==> config.mk <==
export PLATFORM = sky130hd
export DESIGN_NAME = pe_skew_feeder
export DESIGN_NICKNAME = d
export VERILOG_FILES = /design/src/rtl/pe_pkg.sv /design/src/rtl/skew_delay_line.sv /design/src/rtl/pe_skew_feeder.sv
export SDC_FILE = /design/constraint.sdc
export NUM_CORES = 1
export LEC_CHECK = 0
export BUFFER_PORTS_ARGS = -buffer_cell sky130_fd_sc_hd__buf_2
export CORE_AREA = 2 2 171 173
export DETAILED_ROUTE_END_ITERATION = 8
export DIE_AREA = 0 0 173 175
export PLACE_DENSITY = 0.83
export SYNTH_ARGS = -nofsm -noshare
export SYNTH_HDL_FRONTEND = slang
export SYNTH_HIERARCHICAL = 1
export SYNTH_SLANG_ARGS = --single-unit
==> constraint.sdc <==
create_clock -name clk -period 1.3 [get_ports clk]
set_input_delay 0.195 -clock clk [delete_from_list [all_inputs] [get_ports clk]]
set_output_delay 0.195 -clock clk [all_outputs]
set_load 0.01 [all_outputs]
==> src/rtl/pe_pkg.sv <==
// Shared definitions for the systolic PE array feeder: element width,
// the FP32 zero bubble pattern and the feeder FSM states.
package pe_pkg;

  localparam int unsigned FPW = 32;
  localparam logic [31:0] FP32_ZERO = 32'h0000_0000;

  typedef enum logic [1:0] {
    IDLE   = 2'd0,
    STREAM = 2'd1,
    FLUSH  = 2'd2
  } state_e;

endpackage

==> src/rtl/skew_delay_line.sv <==
// Fixed-depth shift chain for one feeder lane; every enabled cycle shifts one
// entry (data/valid/last) in at the head, and the final stage drives the lane.
module skew_delay_line #(
  parameter int unsigned DEPTH = 1,
  parameter int unsigned W     = 32
) (
  input  logic         clk,
  input  logic         rst,
  input  logic         en,
  input  logic [W-1:0] in_data,
  input  logic         in_valid,
  input  logic         in_last,
  output logic [W-1:0] out_data,
  output logic         out_valid,
  output logic         tail_last
);

  logic [W-1:0]     data_q [DEPTH];
  logic [W-1:0]     data_d [DEPTH];
  logic [DEPTH-1:0] valid_q, valid_d;
  logic [DEPTH-1:0] last_q,  last_d;

  always_comb begin
    data_d  = data_q;
    valid_d = valid_q;
    last_d  = last_q;
    if (en) begin
      data_d[0]  = in_data;
      valid_d[0] = in_valid;
      last_d[0]  = in_last;
      for (int unsigned k = 1; k < DEPTH; k++) begin
        data_d[k]  = data_q[k-1];
        valid_d[k] = valid_q[k-1];
        last_d[k]  = last_q[k-1];
      end
    end
  end

  always_ff @(posedge clk) begin
    if (rst) begin
      for (int unsigned k = 0; k < DEPTH; k++) begin
        data_q[k] <= '0;
      end
      valid_q <= '0;
      last_q  <= '0;
    end else begin
      data_q  <= data_d;
      valid_q <= valid_d;
      last_q  <= last_d;
    end
  end

  assign out_data  = data_q[DEPTH-1];
  assign out_valid = valid_q[DEPTH-1];
  // High only on the advance that moves a last-tagged valid entry into the output stage.
  assign tail_last = en && valid_d[DEPTH-1] && last_d[DEPTH-1];

endmodule

==> src/rtl/pe_skew_feeder.sv <==
// Skewing feeder for the PE array: lane i is delayed by 1+i advance cycles,
// a tile is followed by N-1 flush bubbles and tile_done marks its exit.
module pe_skew_feeder
  import pe_pkg::*;
#(
  parameter int unsigned N   = 4,
  parameter int unsigned FPW = pe_pkg::FPW
) (
  input  logic             clk,
  input  logic             rst,
  input  logic [N*FPW-1:0] s_data,
  input  logic             s_valid,
  input  logic             s_last,
  output logic             s_ready,
  input  logic             en,
  output logic [N*FPW-1:0] out_d,
  output logic [N-1:0]     out_v,
  output logic             tile_done
);

  localparam int unsigned FCW = (N > 2) ? $clog2(N - 1) : 1;

  state_e           state_q, state_d;
  logic [FCW-1:0]   fcnt_q, fcnt_d;
  logic             tile_done_q, tile_done_d;
  logic             accept;
  logic [N*FPW-1:0] head_data;
  logic             head_last;
  logic [N-1:0]     tail_last;

  assign s_ready   = en && (state_q != FLUSH);
  assign accept    = s_valid && s_ready;
  assign head_data = accept ? s_data : '0;
  assign head_last = accept && s_last;

  always_comb begin
    state_d = state_q;
    fcnt_d  = fcnt_q;
    if (en) begin
      case (state_q)
        IDLE, STREAM: begin
          fcnt_d = '0;
          if (accept) begin
            state_d = s_last ? FLUSH : STREAM;
          end
        end
        FLUSH: begin
          if (fcnt_q == FCW'(N - 2)) begin
            state_d = IDLE;
            fcnt_d  = '0;
          end else begin
            fcnt_d = fcnt_q + 1'b1;
          end
        end
        default: begin
          state_d = IDLE;
          fcnt_d  = '0;
        end
      endcase
    end
  end

  // Only lane N-1 is fed a last tag, so OR-ing every tail is equivalent to watching lane N-1.
  always_comb begin
    tile_done_d = |tail_last;
  end

  always_ff @(posedge clk) begin
    if (rst) begin
      state_q     <= IDLE;
      fcnt_q      <= '0;
      tile_done_q <= 1'b0;
    end else begin
      state_q     <= state_d;
      fcnt_q      <= fcnt_d;
      tile_done_q <= tile_done_d;
    end
  end

  assign tile_done = tile_done_q;

  for (genvar i = 0; i < N; i++) begin : g_lane
    skew_delay_line #(
      .DEPTH (1 + i),
      .W     (FPW)
    ) u_line (
      .clk       (clk),
      .rst       (rst),
      .en        (en),
      .in_data   (head_data[i*FPW +: FPW]),
      .in_valid  (accept),
      .in_last   (head_last && (i == N - 1)),
      .out_data  (out_d[i*FPW +: FPW]),
      .out_valid (out_v[i]),
      .tail_last (tail_last[i])
    );
  end

endmodule
# Word-level counts from Yosys, hierarchy flattened
# Cells that the tools add are included.
[totals]
elab_cells = 62
out_inout_bits = 134
ff_bits = 342
input_bits = 133
[classes]
muxes = 15
n_reduce_logical = 15
eq_ne = 6
addsub = 1
[op_table]
columns = ["op", "n"]
rows = [
  ["128-bit 2-to-1 mux", 1],
  ["2-bit 2-to-1 mux", 7],
  ["1-bit logical AND", 11],
  ["4-bit 2-to-1 mux", 2],
  ["3-bit 2-to-1 mux", 2],
  ["2-bit != test (second input constant)", 3],
  ["2-bit equality test (second input constant)", 2],
  ["2-bit case mux with 2 select lines", 1],
  ["4-bit OR reduction", 1],
  ["3-bit AND reduction", 1],
  ["2-bit by 1-bit adder with 2-bit output (second input constant)", 1],
  ["2-bit by 1-bit equality test with 1-bit output (second input constant)", 1],
  ["2-bit logical NOT", 1],
  ["1-bit 2-to-1 mux", 2],
  ["2-bit OR reduction", 1],
]

# Longest topological paths before layout
[depth]
word_depth = 7
mapped_depth = 7
depth_no_buf = 5

# Hierarchy
# Netlist, hierarchy kept.
[modules_own_cells]
columns = ["mod", "cells_each", "area_per_inst_um2", "instances", "seq_area_each_um2"]
rows = [
  ["skew_delay_line at g_lane[3].u_line", 468, 5162.5, 1, 2702.6],
  ["skew_delay_line at g_lane[2].u_line", 359, 3886.2, 1, 2021.9],
  ["skew_delay_line at g_lane[1].u_line", 250, 2620.0, 1, 1341.3],
  ["skew_delay_line at g_lane[0].u_line", 108, 1209.9, 1, 660.6],
  ["pe_skew_feeder", 171, 1178.6, 1, 100.1],
]

# Worst setup path before layout
# OpenSTA, ideal clock, no wires.
[synth_path]
path_type = "register to register"
start = "reg state_q[0]"
end = "reg g_lane[1].u_line/data_q[32] in the netlist's numbering"
required_ps = 1172
stages_incl_launch_ff = 8
slack_ps = -12
arrival_time_ps = 1184
path_cell_list = "dfxtp_1 nand2b_1 and3_4 buf_6 buf_6 and2_1 mux2i_1 nor2_1"
[synth_via]
elab_chain_cells = 4
[synth_lines]
columns = ["element", "line_no", "rtl"]
rows = [
  ["start: declaration", "pe_skew_feeder.sv:23", "state_e state_q, state_d;"],
  ["start signal: assignment", "pe_skew_feeder.sv:74", "state_q <= state_d;"],
  ["2-bit != test", "pe_skew_feeder.sv:31", "assign s_ready = en && (state_q != FLUSH);"],
  ["1-bit logical AND", "pe_skew_feeder.sv:31", ""],
  ["1-bit logical AND", "pe_skew_feeder.sv:32", "assign accept = s_valid && s_ready;"],
  ["128-bit 2-to-1 mux", "pe_skew_feeder.sv:33", "assign head_data = accept ? s_data : '0;"],
  ["named net head_data[32]", "pe_skew_feeder.sv:27", "logic [N*FPW-1:0] head_data;"],
  ["end signal: assignment", "skew_delay_line.sv:47", "data_q <= data_d;"],
  ["end: declaration", "skew_delay_line.sv:18", "logic [W-1:0] data_q [DEPTH];"],
]
# The timed path passes the listed nets, and every way through them passes these cells.
# A chain may end at the register's enable or synchronous reset.

# Final worst setup path
[layout_path]
start = "reg state_q[0]"
end = "out s_ready"
[layout_via]
elab_chain_cells = 2
[layout_lines]
columns = ["element", "line_no", "rtl"]
rows = [
  ["2-bit != test", "pe_skew_feeder.sv:31", ""],
  ["1-bit logical AND", "pe_skew_feeder.sv:31", ""],
  ["end: declaration", "pe_skew_feeder.sv:14", "output logic s_ready,"],
]
# Every way passes these cells.

==> impl_metrics.env <==
export IMPL_grt_use_total_pct=19.36
export IMPL_cts_tree="yes"
export IMPL_synth_top_family_by_area="multiplexers"
export IMPL_die_area_um2=30280
export IMPL_regToRegSetupSlack_ns=-0.22
export IMPL_r2r_end="g_lane[3].u_line/data_q[104]"
export IMPL_reg2reg_depth=7
export IMPL_clk_pin_slew_ns=0.06
export IMPL_synth_area_leaders="dfxtp_1, mux2i_1, nor2_1, and2_1, buf_4"
export IMPL_numClockSinks=341
export IMPL_grt_setup_unrepaired="true"
export IMPL_fin_crit_sh_pct=117.6
export IMPL_seq_area_um2=6829
export IMPL_crit_top_cell="buf_6"
export IMPL_port_buffers=266
export IMPL_die_w_um=173
export IMPL_fin_ws_ns=-0.2285
export IMPL_critPathBufInv=2
export IMPL_ys_warnings_count=6
export IMPL_endpoint_kind="primary output"
export IMPL_max_freq_mhz=654.3
export IMPL_drive_above_1_share_pct=32.34
export IMPL_wl_per_cell_um=15.53
export IMPL_num_rows=62
export IMPL_cts_buffers=37
export IMPL_p_leak_nw=8.251
export IMPL_drt_iter0_drc=378
export IMPL_crit_arrival_ns=1.33
export IMPL_total_power_mw=23.07
export IMPL_hold_violations=0
export IMPL_grt_first_pass_wirelength_um=48530
export IMPL_synth_simple_area_share_pct=15.39
export IMPL_insertion_delay_ns=0.51
export IMPL_ir_drop_mv=0.8937
export IMPL_hp_class="in2reg"
export IMPL_outcome="finished, violations left"
export IMPL_via_count=9561
export IMPL_cts_root_buf="clkbuf_16"
export IMPL_finalSetupViolations=124
export IMPL_grt_pass1_vias=9722
export IMPL_setup_tns_ns=-14.55
export IMPL_synthMuxAreaShare_pct=23.93
export IMPL_multi_input_area_um2=5882
export IMPL_slowest_stage="dfxtp_2"
export IMPL_nets=1685
export IMPL_synth_xor_area_share_pct=0
export IMPL_worst_setup_path_type="reg2out"
export IMPL_synthesis_area_um2=14060
export IMPL_areaGrowthSynthToFinish_pct=20.67
export IMPL_placedInstanceArea_um2=14860
export IMPL_gp_congestion=0.7666
export IMPL_antenna_found_initial=1
export IMPL_critPathMaxStageDelay_ns=0.31
export IMPL_path_max_fanout=2
export IMPL_crit_family="flip-flops"
export IMPL_grt_ovfl_total=0
export IMPL_whs_endpoint="g_lane[1].u_line/data_q[32]"
export IMPL_ys_ff_latch=341
export IMPL_h_tree_depth=2
export IMPL_start_kind="flip-flop"
export IMPL_fin_crit_ns=1.528
export IMPL_fill_cells=2262
export IMPL_path_cells="nand2b_4 -> buf_6 -> and2_4 -> buf_6"
export IMPL_fp_dieH_um=175
export IMPL_dr_pass1_iters=4
export IMPL_ios=267
export IMPL_drtAntennaViolNets=0
export IMPL_drv_cap=0
export IMPL_dpl_hpwl_um=18360
export IMPL_clock_path_buffers=3
export IMPL_synth_compound_area_share_pct=0.3560
export IMPL_final_cell_area_um2=16960
export IMPL_critPathRequiredTime_ns=1.11
export IMPL_final_cell_mix="dfxtp_1, nor2_1, mux2i_1"
export IMPL_viasPerCell=4.873
export IMPL_grt_max_degree=69
export IMPL_timing_rr_start="state_q[0]"
export IMPL_synth_top_cell_area_share_pct=48.56
export IMPL_min_from="s_data[32]"
export IMPL_drc=0
export IMPL_violations="setup timing"
export IMPL_clock_skew_final_ns=0.01636
export IMPL_ys_seq_area_share_pct=48.56
export IMPL_syn_inst=1356
export IMPL_ys_types=26
export IMPL_slew_viol_final=0
export IMPL_placeableCoreArea_um2=28390
export IMPL_finalWirelength_um=30480
export IMPL_synthAdderAreaFrac_pct=0
export IMPL_syn_area_per_cell_um2=10.37
export IMPL_power_density_nw_per_um2=1360
export IMPL_final_common_cell="dfxtp_1"
export IMPL_min_path_cells=4
export IMPL_initial_core_util_pct=49.51
export IMPL_synth_top_cell_by_area="dfxtp_1"
worst register-to-register path, stage by stage (launching register included):
cell and delay, ns:
dfxtp_2 0.31, nand2b_4 0.14, and3_4 0.22, buf_4 0.18, clkbuf_16 0.17, and2_1 0.17
mux2i_1 0.16, nor2_1 0.05
cell families after synthesis:
family	Yosys count
buffers and inverters	190
AND/OR/NAND/NOR	481
multiplexers	336
flip-flops	341
other	1
AO/OA/AOI/OAI	7
cell type report:
class                           instances  share of cell area (%)
Sequential cell                       341                   40.26
Tap cell                              384                   2.832
Antenna cell                            1                 0.01475
Multi-Input combinational cell        827                   34.68
Clock inverter                         10                  0.6712
Timing Repair Buffer                  342                   15.10
Inverter                                3                 0.06639
Clock buffer                           54                   6.380
Yosys cell counts, drive strengths merged:
| cell | number |
|---|---|
| conb | 1 |
| nand4 | 1 |
| nor3b | 1 |
| a21oi | 2 |
| or3 | 1 |
| nor3 | 1 |
| nand2b | 1 |
| a211oi | 2 |
| and3 | 5 |
| buf | 160 |
| dfxtp | 341 |
| a21o | 1 |
| a31oi | 2 |
| nor4 | 1 |
| nand2 | 2 |
| and2 | 130 |
| nor2 | 338 |
| mux2i | 336 |
| inv | 3 |
| clkbuf | 27 |
power by group:
part / internal (mW) / switching (mW) / total, mW
Combinational: 1.13 / 0.957 / 2.09
Sequential: 10.6 / 0.0922 / 10.7
Clock: 6.18 / 4.08 / 10.3
Total: 17.9 / 5.13 / 23.1
flip-flops by register name (all words and copies together), names as in the netlist:
name	flops
g_lane.u_line/valid_q	9
g_lane.u_line/last_q	6
fcnt_q	2
tile_done	1
g_lane.u_line/out_data	128
g_lane.u_line/data_q	192
g_lane.u_line/out_valid	1
state_q	2
worst max-delay path by stage:
stage | startpoint | endpoint | slack [ns] | cells after the start
5_1_grt | state_q[0] | s_ready | -0.29 | 4
6_report | state_q[0] | s_ready | -0.23 | 4
3_5_place_dp | state_q[0] | g_lane[3].u_line/data_q[97] | -0.12 | 7
4_1_cts | state_q[0] | s_ready | -0.26 | 4
2_1_floorplan | state_q[0] | g_lane[1].u_line/data_q[32] | 0.02 | 7
3_3_place_gp | state_q[0] | g_lane[1].u_line/data_q[43] | -0.06 | 7
routing by layer:
layer	up-vias	wire length [µm]	share of wire [%]	track usage, %
met1	4515	12570	41	22.14
met4	0	1059	3.5	7.874
met5	-	0	0	0
met2	262	15170	50	34.70
met3	73	1681	5.5	4.613
li1	4711	-	-	-
per-stage QoR:
stage | hold slack (ns) | setup WS, ns | cells | utilization [%]
finish | 0.02518 | -0.2285 | 1962 | 59.74
global route | 0.009925 | -0.2882 | 1962 | 59.74
CTS | 0.004934 | -0.2599 | 1959 | 59.67
detailed placement | 0.4740 | -0.1157 | 1868 | 52.34
global placement | 0.4653 | -0.05810 | 1868 | 52.34
floorplan | 0.2644 | 0.01752 | 1358 | -
timing repair:
item / CTS / global route
setup buffers: 10 / 9
hold buffers: 1 / 0
endpoints found under the setup margin: 116 / 134
gates cloned: 16 / 2
pin swaps: 154 / 93
resized for setup: 129 / 29
hold endpoints to repair: 1 / 0
No activity file was read; power rests on OpenSTA's default activity.
